[src/rtl/bomb_timer.sv]
// Countdown timer for the bomb game: BCD M:SS display, strike-accelerated seconds,
// freezes on game over/defuse and flags explosion when the display reaches 0:00.
module bomb_timer #(
    parameter int unsigned CLK_HZ    = 27000000,
    parameter int unsigned START_MIN = 5,
    parameter int unsigned START_SEC = 0
) (
    input  logic       clock,
    input  logic       reset,
    input  logic       start,
    input  logic [1:0] strikes,
    input  logic       freeze,
    output logic [3:0] min_ones,
    output logic [3:0] sec_tens,
    output logic [3:0] sec_ones,
    output logic       tick,
    output logic       running,
    output logic       explode_timer
);

    localparam int unsigned CNT_W = $clog2(CLK_HZ);

    // Terminal count values (L-1); each is below CLK_HZ so fits in CNT_W bits.
    localparam logic [CNT_W-1:0] LAST_S0 = CNT_W'(CLK_HZ - 1);
    localparam logic [CNT_W-1:0] LAST_S1 = CNT_W'((3 * CLK_HZ) / 4 - 1);
    localparam logic [CNT_W-1:0] LAST_S2 = CNT_W'(CLK_HZ / 2 - 1);

    localparam logic [3:0] START_M_D = 4'(START_MIN);
    localparam logic [3:0] START_T_D = 4'(START_SEC / 10);
    localparam logic [3:0] START_O_D = 4'(START_SEC % 10);
    localparam logic       START_ZERO = (START_MIN == 0) && (START_SEC == 0);

    typedef enum logic [1:0] {
        IDLE,
        RUN,
        FROZEN,
        EXPIRED
    } state_t;

    state_t           state, state_next;
    logic [CNT_W-1:0] count, count_next;
    logic [CNT_W-1:0] last;
    logic [3:0]       min_next, tens_next, ones_next;
    logic [3:0]       dec_min, dec_tens, dec_ones;
    logic             dec_zero;
    logic             tick_next, explode_next;

    // Strike count 3 behaves as 2.
    always_comb begin
        case (strikes)
            2'd0:    last = LAST_S0;
            2'd1:    last = LAST_S1;
            default: last = LAST_S2;
        endcase
    end

    // One-second BCD decrement with borrow; clamps at 0:00.
    always_comb begin
        dec_ones = sec_ones - 4'd1;
        dec_tens = sec_tens;
        dec_min  = min_ones;
        if (sec_ones == 4'd0) begin
            dec_ones = 4'd9;
            if (sec_tens == 4'd0) begin
                dec_tens = 4'd5;
                dec_min  = (min_ones == 4'd0) ? 4'd0 : min_ones - 4'd1;
            end else begin
                dec_tens = sec_tens - 4'd1;
            end
        end
        if ((min_ones == 4'd0) && (sec_tens == 4'd0) && (sec_ones == 4'd0)) begin
            dec_min  = 4'd0;
            dec_tens = 4'd0;
            dec_ones = 4'd0;
        end
        dec_zero = (dec_min == 4'd0) && (dec_tens == 4'd0) && (dec_ones == 4'd0);
    end

    // Next-state and next-output logic.
    always_comb begin
        state_next   = state;
        count_next   = '0;
        min_next     = min_ones;
        tens_next    = sec_tens;
        ones_next    = sec_ones;
        tick_next    = 1'b0;
        explode_next = explode_timer;

        case (state)
            IDLE: begin
                if (start) begin
                    if (freeze) begin
                        state_next = FROZEN;
                    end else if (START_ZERO) begin
                        state_next   = EXPIRED;
                        explode_next = 1'b1;
                    end else begin
                        state_next = RUN;
                    end
                end
            end
            RUN: begin
                if (freeze) begin
                    state_next = FROZEN;
                end else if (count >= last) begin
                    min_next  = dec_min;
                    tens_next = dec_tens;
                    ones_next = dec_ones;
                    tick_next = 1'b1;
                    if (dec_zero) begin
                        state_next   = EXPIRED;
                        explode_next = 1'b1;
                    end
                end else begin
                    count_next = count + CNT_W'(1);
                end
            end
            default: ;
        endcase
    end

    always_ff @(posedge clock) begin
        if (reset) begin
            state         <= IDLE;
            count         <= '0;
            min_ones      <= START_M_D;
            sec_tens      <= START_T_D;
            sec_ones      <= START_O_D;
            tick          <= 1'b0;
            running       <= 1'b0;
            explode_timer <= 1'b0;
        end else begin
            state         <= state_next;
            count         <= count_next;
            min_ones      <= min_next;
            sec_tens      <= tens_next;
            sec_ones      <= ones_next;
            tick          <= tick_next;
            running       <= (state_next == RUN);
            explode_timer <= explode_next;
        end
    end

endmodule

[config.mk]
export PLATFORM = sky130hd
export DESIGN_NAME = bomb_timer
export DESIGN_NICKNAME = d
export VERILOG_FILES = /design/src/rtl/bomb_timer.sv
export SDC_FILE = /design/constraint.sdc
export NUM_CORES = 1
export LEC_CHECK = 0
export ABC_AREA = 1
export CORE_UTILIZATION = 59
export CTS_CLUSTER_SIZE = 8
export DETAILED_ROUTE_END_ITERATION = 7
export PLACE_DENSITY = 0.8
export SYNTH_ARGS = -nofsm -noshare
export SYNTH_HDL_FRONTEND = slang
export SYNTH_SLANG_ARGS = --single-unit
export TNS_END_PERCENT = 100
[constraint.sdc]
create_clock -name clock -period 2 [get_ports clock]
set_input_delay 0.2 -clock clock [delete_from_list [all_inputs] [get_ports clock]]
set_output_delay 0.2 -clock clock [all_outputs]
set_load 0.01 [all_outputs]
* Word-level counts from Yosys, hierarchy flattened
Cells that the tools add are included.
** Word-level totals
- Register bits after elaboration :: 42
- Output and inout port bits :: 15
- Memories kept :: 0
- Logic and storage cells :: 51
- Input bits :: 6
- Latch bits :: 0
- Bits in writable memories :: 0
- Bits in read-only memories :: 0
** Operators by class
- Bitwise operators :: 2
- Multiply operators :: 0
- Reductions and logical operators :: 16
- $add $sub $neg :: 4
- Div/mod/pow operators :: 0
- Shift-type cells :: 0
- Multiplexer cells :: 17
- Eq/ne operators :: 3
- Order comparisons :: 1
** Operators with widths (number)
- $pmux W25 S2 :: 1
- $mux W4 :: 9
- $add A25 B1 Y25 const B :: 1
- $ge A25 B25 Y1 :: 1
- $logic_not A4 Y1 :: 6
- $sub A4 B1 Y4 const B :: 3
- $mux W2 :: 5
- $eq A2 B1 Y1 const B :: 3
- $logic_and A1 B1 Y1 :: 4
- $logic_not A2 Y1 :: 2
- $pmux W2 S2 :: 1
- $reduce_and A4 Y1 :: 1
- $reduce_or A4 Y1 :: 1
- $reduce_and A3 Y1 :: 1
- $reduce_or A3 Y1 :: 1
- $not A1 Y1 :: 2
- $mux W1 :: 1

* Logic depth before layout (Yosys ltp)
Gate-level depths: netlist (run 1).
- Depth in word-level cells :: 13
- Depth in mapped cells :: 17

* Worst setup path after synthesis (run 1)
OpenSTA, ideal clock, no wires.
- Path type :: input to register
- From :: input strikes[1]
- To :: register count[14]
- Setup time :: 0.066 ns
- Setup slack :: 0.250 ns
- Stages on the path :: 15
- Path buffers :: 1
- Arrival time :: 1.684 ns
- Cell sequence :: inv_1 -> nand2_1 -> inv_1 -> ha_1 -> nand2_1 -> inv_1 -> nand2_1 -> nand2_1 -> nand2_1 -> nand2_1 -> nor2_2 -> nand3_2 -> nand3b_4 -> buf_6 -> a21oi_2
** Between the ends
- Longest elaborated chain between the ends :: 4
** Ends and longest elaborated chain
- start: declaration :: line 11 : input logic [1:0] strikes,
- $eq A2 B1 Y1 / $logic_not A2 Y1 (equally long branches) :: line 50 : case (strikes)
- $pmux W25 S2 * :: line 50
- $ge A25 B25 Y1 * :: line 105 : end else if (count >= last) begin
- $reduce_or A4 Y1 (no line) *
- end signal: assignment :: line 134 : count <= count_next;
- end: declaration :: line 41 : logic [CNT_W-1:0] count, count_next;
Every way passes the cells marked *; elsewhere a longest branch is shown, timed or not.
A chain may end at the register's enable or synchronous reset.

* Final worst setup path (run 1)
- From :: register count[0]
- To :: register count[10]
** Between the ends
- Longest elaborated chain between the ends :: 2
** Ends and longest elaborated chain (line)
- $ge A25 B25 Y1 :: 105
- $reduce_or A4 Y1 (no line)
Parallel ways exist; a longest one is shown, timed or not.

==> metrics.md, run 1 <==
| Metric | Value |
|---|---|
| Req. time, crit path | `2.20 ns` |
| Min-delay src | `count[0]` |
| Max_cap viols | `0` |
| CP cell instances | `ha_1 > nand2_2 > nor2_4 > nand4_1 > nor2_1 > nand2_1 > nand3_2 > nand3b_4 > buf_12 > buf_16 > nor2_4` |
| Fillers | `283` |
| Die ar. | `4930 um2` |
| # diodes | `0` |
| Layout Nets | `456` |
| #FFs+latches synth | `42` |
| Layout cells sized above 1 | `33.6%` |
| Remaining antenna violation count after routing | `0` |
| Buf/Inv on CP | `2` |
| Asr flop ratio synth | `0%` |
| Max IR drop VDD | `0.337 mV` |
| Critical path's slowest cell | `dfxtp_1` |
| CP max FO | `10` |
| Post-synthesis cell area | `2740 um2` |
| WS Path Type | `reg2reg` |
| CP Depth | `11` |
| Final period util | `100%` |
| Largest net degree at the start of global routing | `16` |
| Final RePlAce weighted congestion | `0.863` |
| DR iter-0 viols | `280` |
| Post-synthesis simple-gate area fraction | `38.9%` |
| Setup Skew | `0.0126 ns` |
| CTS Sinks | `42` |
| Clk_lat worst skew | `0.31 ns` |
| Synthesis-to-finish area growth | `32.2%` |
| Fin Hold WS | `0.472 ns` |
| Most common cell after layout, fill and taps aside | `nand2_1` |
| Max incr delay on CP | `0.38 ns` |
| CTS tree | `done` |
| Post-synth top area cell | `dfxtp_1` |
| Cts bufs inserted | `5` |
| Critical path startpoint category | `flip-flop` |
| Wire per inst | `16.5 um` |
| Reg2reg setup slack | `-0.008 ns` |
| H-tree levels | `2` |
| First-pass GRT wire length | `11.8 mm` |
| Pre-CTS setup slack | `-0.438 ns` |
| Rows | `24` |
| Gr usage total | `30.2%` |
| Mapped Cells | `381` |
| Total grt overflow | `0` |
| Post-synthesis mux area share | `0%` |
| Global Route met1 Usage | `35.6%` |
| Die X | `70.2 um` |
| Via/cell ratio | `5.78` |
| DP Wirelength | `4.86 mm` |
| Synth cell types | `38` |
| Worst path top cell family by delay | `simple AND/OR/NAND/NOR gates` |
| Clk buf depth | `2` |
| Largest family of logic cells by synthesized area | `simple AND/OR/NAND/NOR gates` |
| Chip height | `70.2 um` |
| Tmin final | `2.01 ns` |
| Grt met3 use | `5.63%` |
| Post-synth top area share | `30.6%` |
| XOR/XNOR share of the synthesized area | `4.15%` |
| R2r endpoint | `count[10]` |
| Worst Hold Endpoint | `count[0]` |
| Reg area | `860 um2` |
| Pre-Repair DR Iteration Count | `5` |
| Actual slew at the worst max-slew pin | `0.529 ns` |
| DRC | `0` |
| Worst EP arrival | `2.20 ns` |
| R2R depth | `11` |
| Hold path cells | `1` |
| Crit. End Element | `flip-flop` |
| Synth Flop Type | `dfxtp_1` |
| Initial antenna violation count | `0` |
| Synth Area in Compound Gates | `9.44%` |
| Post-synth EDFFs | `0` |
| Synth area leaders | `dfxtp_1 31%, nand2_1 12%, ha_1 7.8%` |
| Clock-pin slew on the worst setup and hold paths | `0.09 ns` |
| Mean post-synth cell area | `7.20 um2` |
| CTS root buffer | `clkbuf_8` |
| Vias in the first global route | `2,620` |
| Most Used Layer, Global Route | `met2` |
| Cell area power density | `430 nW/um2` |
| Most frequent cells in the layout | `80 x nand2_1, 42 x inv_1, 34 x nor2_1` |
| Final worst slack | `-0.00816 ns` |
| Worst Hold Class | `reg2reg` |
| Slew Viols, Final | `0` |
| Failing checks | `negative setup slack` |
| Io pins | `21` |
| Layout Utilization | `82.2%` |
| Crit Reg-Reg Startpoint | `count[0]` |
| Leakage | `1.52 nW` |
| Synth Area in Adders | `7.75%` |
| Most used cell, CP | `nor2_4` |
| Synthesized net count | `404` |
| Slew headroom | `64.4%` |
| Starting Density | `62.2%` |
| Run status | `complete, but fails checks` |
| Core Region | `4410 um2` |
| Routed Wire Length | `8.02 mm` |
| IO Port Bufs | `20` |
| Setup Viol. Count Final | `3` |
| Final Hold Fails | `0` |
| FMAX | `498 MHz` |
| Met2 GRT Util | `52.9%` |
| Sequential area share after synthesis | `30.6%` |
| Synth Warn # | `0` |
| Multi-input logic area | `1890 um2` |
| Vias | `2,811` |
## layout make-up
| cell class | count | area share (%) |
|---|---|---|
| clock buffer | 5 | 1.90 |
| multi-input combinational | 280 | 52.2 |
| tap | 52 | 1.79 |
| timing repair buffer | 51 | 14.1 |
| sequential | 42 | 23.7 |
| inverter | 53 | 5.69 |
| clock inverter | 3 | 0.655 |
## where the power goes
group	switching [mW]	leakage (nW)	total [mW]	internal, mW
logic	0.0700	1.14	0.132	0.0617
registers	0.00300	0.345	0.841	0.838
clock network	0.339	0.0408	0.589	0.250
total	0.412	1.52	1.56	1.15
## worst max-delay path by stage
stage / start / end / slack, ns
2_1_floorplan: strikes[1] / count[14] / 0.25
3_3_place_gp: strikes[0] / count[12] / -0.35
3_5_place_dp: strikes[1] / sec_ones[1] / -0.44
4_1_cts: sec_ones[0] / state[1] / 0.006
5_1_grt: count[0] / count[10] / -0.09
6_report: count[0] / count[10] / -0.008
## sequential cells by signal (all words and copies together), names as in the netlist
register / cells
state: 2
tick: 1
running: 1
min_ones: 4
sec_ones: 4
sec_tens: 4
explode_timer: 1
count: 25
## metal layers
layer,vias up,part of all wire [%]
met3,43,6.5
met2,144,49
li1,1330,-
met4,0,6.1
met1,1294,39
met5,-,0
## logic make-up (layout without fill, tap and decap cells)
group                      Yosys count  count (layout)
and+or+nand+nor                    207             207
DFF                                 42              42
adders and majority gates           17              17
AOI/OAI and AO/OA                   43              43
buffers and inverters               59             112
xor gates and xnor gates            13              13
## Yosys cell counts (3+ instances only)
cell type	number
nand2_1	86
inv_1	47
dfxtp_1	42
nor2_1	40
nor2_2	23
ha_1	17
a21oi_1	16
o21ai_0	13
nand3_1	11
nand4_1	9
nor3_1	7
xor2_1	7
inv_2	6
nand3_2	6
xnor2_1	6
a21oi_2	5
nand2_2	5
buf_6	4
nor3_4	3
nor4_1	3
## per-stage QoR
step	setup TNS [ns]	area (um2)	std cells	total power, mW
finish	-0.0169	3630	486	1.56
global route	-1.50	3630	486	1.61
CTS	0	3440	485	1.55
detailed placement	-15.48	3150	470	0.955
global placement	-13.00	3150	470	0.952
floorplan	0	2740	381	0.914
## timing repair
item	in CTS	in global routing
endpoints found under the hold margin	0	0
gates cloned	2	1
setup buffers	5	1
hold buffers	0	0
setup endpoints to repair	40	39
pin swaps	7	12
gates resized for setup	20	51
(Power assumes the default switching activity.)
==> inputs of run 2 (changes only) <==
--- a/config.mk
+++ b/config.mk
@@ -6,10 +6,12 @@
 export NUM_CORES = 1
 export LEC_CHECK = 0
 export ABC_AREA = 1
-export CORE_UTILIZATION = 59
+export CORE_MARGIN = 2
+export CORE_UTILIZATION = 60
 export CTS_CLUSTER_SIZE = 8
 export DETAILED_ROUTE_END_ITERATION = 7
-export PLACE_DENSITY = 0.8
+export DONT_BUFFER_PORTS = 1
+export PLACE_DENSITY = 0.76
 export SYNTH_ARGS = -nofsm -noshare
 export SYNTH_HDL_FRONTEND = slang
 export SYNTH_SLANG_ARGS = --single-unit
==> constraint.sdc (replaced) <==
create_clock -name clock -period 2 [get_ports clock]
set_input_delay 0.2 -clock clock [delete_from_list [all_inputs] [get_ports clock]]
set_output_delay 0.2 -clock clock [all_outputs]
set_load 0.005 [all_outputs]
==> run 2 against run 1 <==
Critical path type unchanged. The run now ends clean. Highest routed layer unchanged. Die area is 4.1% higher. Critical path depth fell by 1. Worst setup slack improved by 0.082 ns. First-iteration DRC count decreased by 37%. Via count decreased by 12%.
==> metrics.md, run 2 (synthesis gave the netlist of run 1 again) <==
| Metric | Value |
|---|---|
| Final worst slack | `0.0739 ns (+0.0820 ns)` |
| # diodes | `0 (unchanged)` |
| Leakage | `1.37 nW (-10%)` |
| Final RePlAce weighted congestion | `0.984 (+14%)` |
| Die ar. | `5130 um2 (+4.1%)` |
| H-tree levels | `2 (unchanged)` |
| Chip height | `71.6 um (+2.0%)` |
| FMAX | `519 MHz (+4.3%)` |
| R2r endpoint | `count[12]` |
| Setup Skew | `0.0123 ns (-0.000278 ns)` |
| Wire per inst | `14.3 um (-13%)` |
| Layout Nets | `424 (-7.0%)` |
| DP Wirelength | `4.84 mm (-0.39%)` |
| DR iter-0 viols | `176 (-37%)` |
| Beginning of the critical path | `count[23]` |
| Core Region | `4380 um2 (-0.68%)` |
| Remaining antenna violation count after routing | `0 (unchanged)` |
| First-pass GRT wire length | `10.6 mm (-11%)` |
| Worst Hold Class | `in2reg` |
| Total grt overflow | `0 (unchanged)` |
| Hold path cells | `3 (+2)` |
| Fin Hold WS | `0.107 ns (-0.365 ns)` |
| DRC | `0 (unchanged)` |
| WS Path Type | `reg2reg` |
| Io pins | `21 (unchanged)` |
| Rows | `24 (unchanged)` |
| Starting Density | `62.6% (+0.43 points)` |
| Most frequent cells in the layout | `85 x nand2_1, 46 x inv_1, 38 x nor2_1` |
| Pre-Repair DR Iteration Count | `4 (-1)` |
| Clock-pin slew on the worst setup and hold paths | `0.08 ns (about the same)` |
| Final period util | `96.3% (-4.1 points)` |
| Worst EP arrival | `2.15 ns (-0.05 ns)` |
| Critical path's slowest cell | `dfxtp_2` |
| Pre-CTS setup slack | `-0.00506 ns (+0.433 ns)` |
| CTS Sinks | `42 (unchanged)` |
| CTS root buffer | `clkbuf_8` |
| Reg2reg setup slack | `0.07 ns (+0.08 ns)` |
| Slew headroom | `68.4% (+4.0 points)` |
| CP cell instances | `ha_1 > nand2_1 > nor2_1 > nand4_1 > nor2_1 > nor2_2 > nand3_4 > nand3b_4 > buf_4 > nor3_1` |
| IO Port Bufs | `0 (-100%)` |
| Vias | `2,479 (-12%)` |
| Crit. End Element | `flip-flop` |
| Actual slew at the worst max-slew pin | `0.470 ns (-0.0596 ns)` |
| Max_cap viols | `0 (unchanged)` |
| Cts bufs inserted | `5 (unchanged)` |
| Tot Pwr | `1.48 mW (-5.4%)` |
| Setup TNS Final | `0 ns (+0.0169 ns)` |
| Slew Viols, Final | `0 (unchanged)` |
| Req. time, crit path | `2.23 ns (+0.03 ns)` |
| Tmin final | `1.93 ns (-0.0820 ns)` |
| Synthesis-to-finish area growth | `16.5%` |
| Final Hold Fails | `0 (unchanged)` |
| Max IR drop VDD | `0.319 mV (-5.4%)` |
| Largest net degree at the start of global routing | `19 (+3)` |
| Most used cell, CP | `nor2_1` |
| Die X | `71.6 um (+2.0%)` |
| Max incr delay on CP | `0.35 ns (-0.03 ns)` |
| Routed Wire Length | `6.51 mm (-19%)` |
| Clk_lat worst skew | `0.30 ns (about the same)` |
| Fillers | `352 (+24%)` |
| Run status | `completed` |
| Cell area power density | `462 nW/um2 (+7.4%)` |
| Most flops, register | `count` |
| R2R depth | `10 (-1)` |
| Vias in the first global route | `2,388 (-8.9%)` |
| Via/cell ratio | `5.46 (-5.6%)` |
| Crit Reg-Reg Startpoint | `count[23]` |
| Initial antenna violation count | `0 (unchanged)` |
| Clk buf depth | `2 (unchanged)` |
| Critical path startpoint category | `flip-flop` |
| Max reg flops | `25 (unchanged)` |
| Layout cells sized above 1 | `26.4% (-7.3 points)` |
| Most common cell after layout, fill and taps aside | `nand2_1` |
| CTS tree | `done` |
| Setup Viol. Count Final | `0 (-3)` |
| Gr usage total | `26.5% (-3.7 points)` |
| CP endpoint | `count[12]` |
| CP max FO | `5 (-5)` |
[run 2: per-layer routing]
metal / share of wire, % / track usage, % / wire length (um) / vias up
met5: 0 / 0 / 0 / -
met4: 2.8 / 9.43 / 184 / 0
met3: 4.7 / 6.33 / 308 / 19
met2: 47 / 44.4 / 3070 / 66
met1: 45 / 33.2 / 2940 / 1134
li1: - / - / - / 1260
[run 2: worst min-delay path by stage]
stage,from,endpoint
final,freeze,state[0]
after global routing,freeze,state[0]
after CTS,freeze,state[0]
after detailed placement,reset,state[1]
after global placement,reset,sec_tens[3]
after floorplan,reset,sec_tens[3]
[run 2: critical path: cells and delay by family, from the launching register on]
kind	cells	cell delay [ns]
AND/OR/NAND/NOR	8	0.98
flip-flops	1	0.35
adder cells (fa/ha/maj)	1	0.32
buffers and inverters	1	0.21
[run 2: layout make-up]
cell class | instances | area (um2) | share of cell area [%]
clock buffer | 6 | 72.6 | 2.27
tap | 52 | 65.1 | 2.04
inverter | 53 | 201 | 6.30
timing repair buffer | 19 | 195 | 6.11
sequential | 42 | 848 | 26.5
clock inverter | 2 | 13.8 | 0.431
multi-input combinational | 280 | 1800 | 56.3
[run 2: repair_timing]
item	4_1_cts	5_1_grt
hold endpoints to repair	3	0
gates cloned	0	1
pin swaps	0	8
setup buffers	0	3
endpoints found under the setup margin	1	25
resized for setup	1	28
hold buffers	1	0
[run 2: report_power, final]
group | total (mW) | switching, mW | internal [mW]
sequential | 0.844 | 0.00333 | 0.841
clock | 0.550 | 0.303 | 0.247
combinational | 0.0835 | 0.0491 | 0.0343
total | 1.48 | 0.356 | 1.12
[run 2: through the flow]
stage | utilization [%] | area (um2) | cells
final | 72.9 | 3200 | 454
after global routing | 72.9 | 3200 | 454
after CTS | 68.1 | 2990 | 450
after detailed placement | 65.8 | 2890 | 441
after global placement | 65.8 | 2890 | 441
after floorplan | - | 2740 | 381
==> inputs of run 3 (changes only) <==
--- a/config.mk
+++ b/config.mk
@@ -8,11 +8,9 @@
 export ABC_AREA = 1
 export CORE_MARGIN = 2
 export CORE_UTILIZATION = 60
-export CTS_CLUSTER_SIZE = 8
 export DETAILED_ROUTE_END_ITERATION = 7
 export DONT_BUFFER_PORTS = 1
 export PLACE_DENSITY = 0.76
 export SYNTH_ARGS = -nofsm -noshare
 export SYNTH_HDL_FRONTEND = slang
 export SYNTH_SLANG_ARGS = --single-unit
-export TNS_END_PERCENT = 100
==> results of run 3 <==
Final layout, timing and power as in run 2 (identical DEF).
==> variant, RTL diff (settings of run 1) <==
The parameter `CLK_HZ` goes from 27000000 to 54000000.
--- a/src/rtl/bomb_timer.sv
+++ b/src/rtl/bomb_timer.sv
@@ -2,5 +2,5 @@
 // freezes on game over/defuse and flags explosion when the display reaches 0:00.
 module bomb_timer #(
-    parameter int unsigned CLK_HZ    = 27000000,
+    parameter int unsigned CLK_HZ    = 54000000,
     parameter int unsigned START_MIN = 5,
     parameter int unsigned START_SEC = 0
Behaviour: same outputs for any inputs over 10 cycles, from zero or initial values and one cycle with reset high; that may be too few to reach the edited logic, so the function may still have changed.
==> variant against run 1 <==
Via count shrank 9.6%; synthesized cell count grew 1.3%; clock skew down 0.0046 ns; routed wire length is 25% lower; area after synthesis shrank 3.5%; final area fell by 12%; first-iteration DRC count is 50% lower; total power increased by 2.9%; sequential cell count grew 1; setup slack improved by 0.068 ns; critical endpoint is now min_ones[1]; highest routed layer unchanged.
==> variant: results (changes against run 1) <==
metric;value;unit;change
gp_congestion;0.876;;+1.6%
cp_max_fo;5;;-5
cp.arrival;2.13;ns;-0.07 ns
dr_total_vias;2542;;-9.6%
max_slew_margin;71.5;%;+7.1 points
crit_end;min_ones[1];;
status;complete, no violations;;
layout.nonclk_buf_share;11.6;%;-2.4 points
hold-path-endpoint;explode_timer;;
vdd_ir_drop_max;387;uV;+15%
seq_cells;43;;+2.4%
seq_cell_power;863;uW;+2.6%
crit_path_max_incr_delay;0.28;ns;-0.10 ns
grtUsageTotal;26.0;%;-4.2 points
p_switching;344;uW;-16%
leakage;1.38;nW;-9.1%
cp_slowest_cell;dlygate4sd2_1;;
wl_per_cell;12.6;um;-24%
use_met2;46.4;%;-6.5 points
multi_input_area_share;50.1;%;-2.1 points
grt_use_met3;4.53;%;-1.1 points
worstHoldPathCells;2;;+1
clkCellAreaFrac;3.21;%;+0.66 points
seq_area_share;27.0;%;+3.3 points
synth.avg_cell_area;6.86;um2;-4.7%
drtPass1Iterations;4;;-1
n_clock_buffer;6;;+1
p_clk_share;41.1;%;+3.4 points
synth-seq-area-share;32.5;%;+1.9 points
drive_gt1_share;16.6;%;-17 points
fin_skew;0.00800;ns;-0.00459 ns
inverters_excl_clock;51;;-3.8%
place_area;3020;um2;-4.1%
ys_types;36;;-5.3%
stdcell_count;479;;-1.4%
ys_top_cells_by_count;nand2_1 (88), nor2_1 (55), inv_1 (48);;
die_w;69.0;um;-1.7%
regToRegSetupSlack;0.13;ns;+0.14 ns
wl_met2;3000;um;-24%
post-route-util;73.8;%;-8.4 points
-- variant: changes by cell type after synthesis, sizes merged, moves of 3 or more --
cell,before,now
a21oi,21,28
nor3,12,6
o21ai,15,9
a211oi,0,3
nand2,92,95
nand3,17,20
nor2,64,67
o211ai,2,5
xor2,7,4
-- variant: cells by family after synthesis --
group	share of synthesized area, %
buf+inv	9.21
flops	32.5
xor+xnor	3.64
compound gates	10.2
fa+ha+maj	8.03
simple gates	36.4
-- variant: critical path: cells and delay by family --
| kind | cells | cell delay [ns] |
|---|---|---|
| AO/OA/AOI/OAI | 3 | 0.34 |
| adder cells (fa/ha/maj) | 1 | 0.26 |
| buffers and inverters | 4 | 0.67 |
| AND/OR/NAND/NOR | 7 | 0.65 |
-- variant: timing repair --
item / 4_1_cts / 5_1_grt
pin swaps: 5 / 3
resized for setup: 11 / 11
buffers inserted: 0 / 1
hold buffers: 0 / 0
setup endpoints to repair: 41 / 6
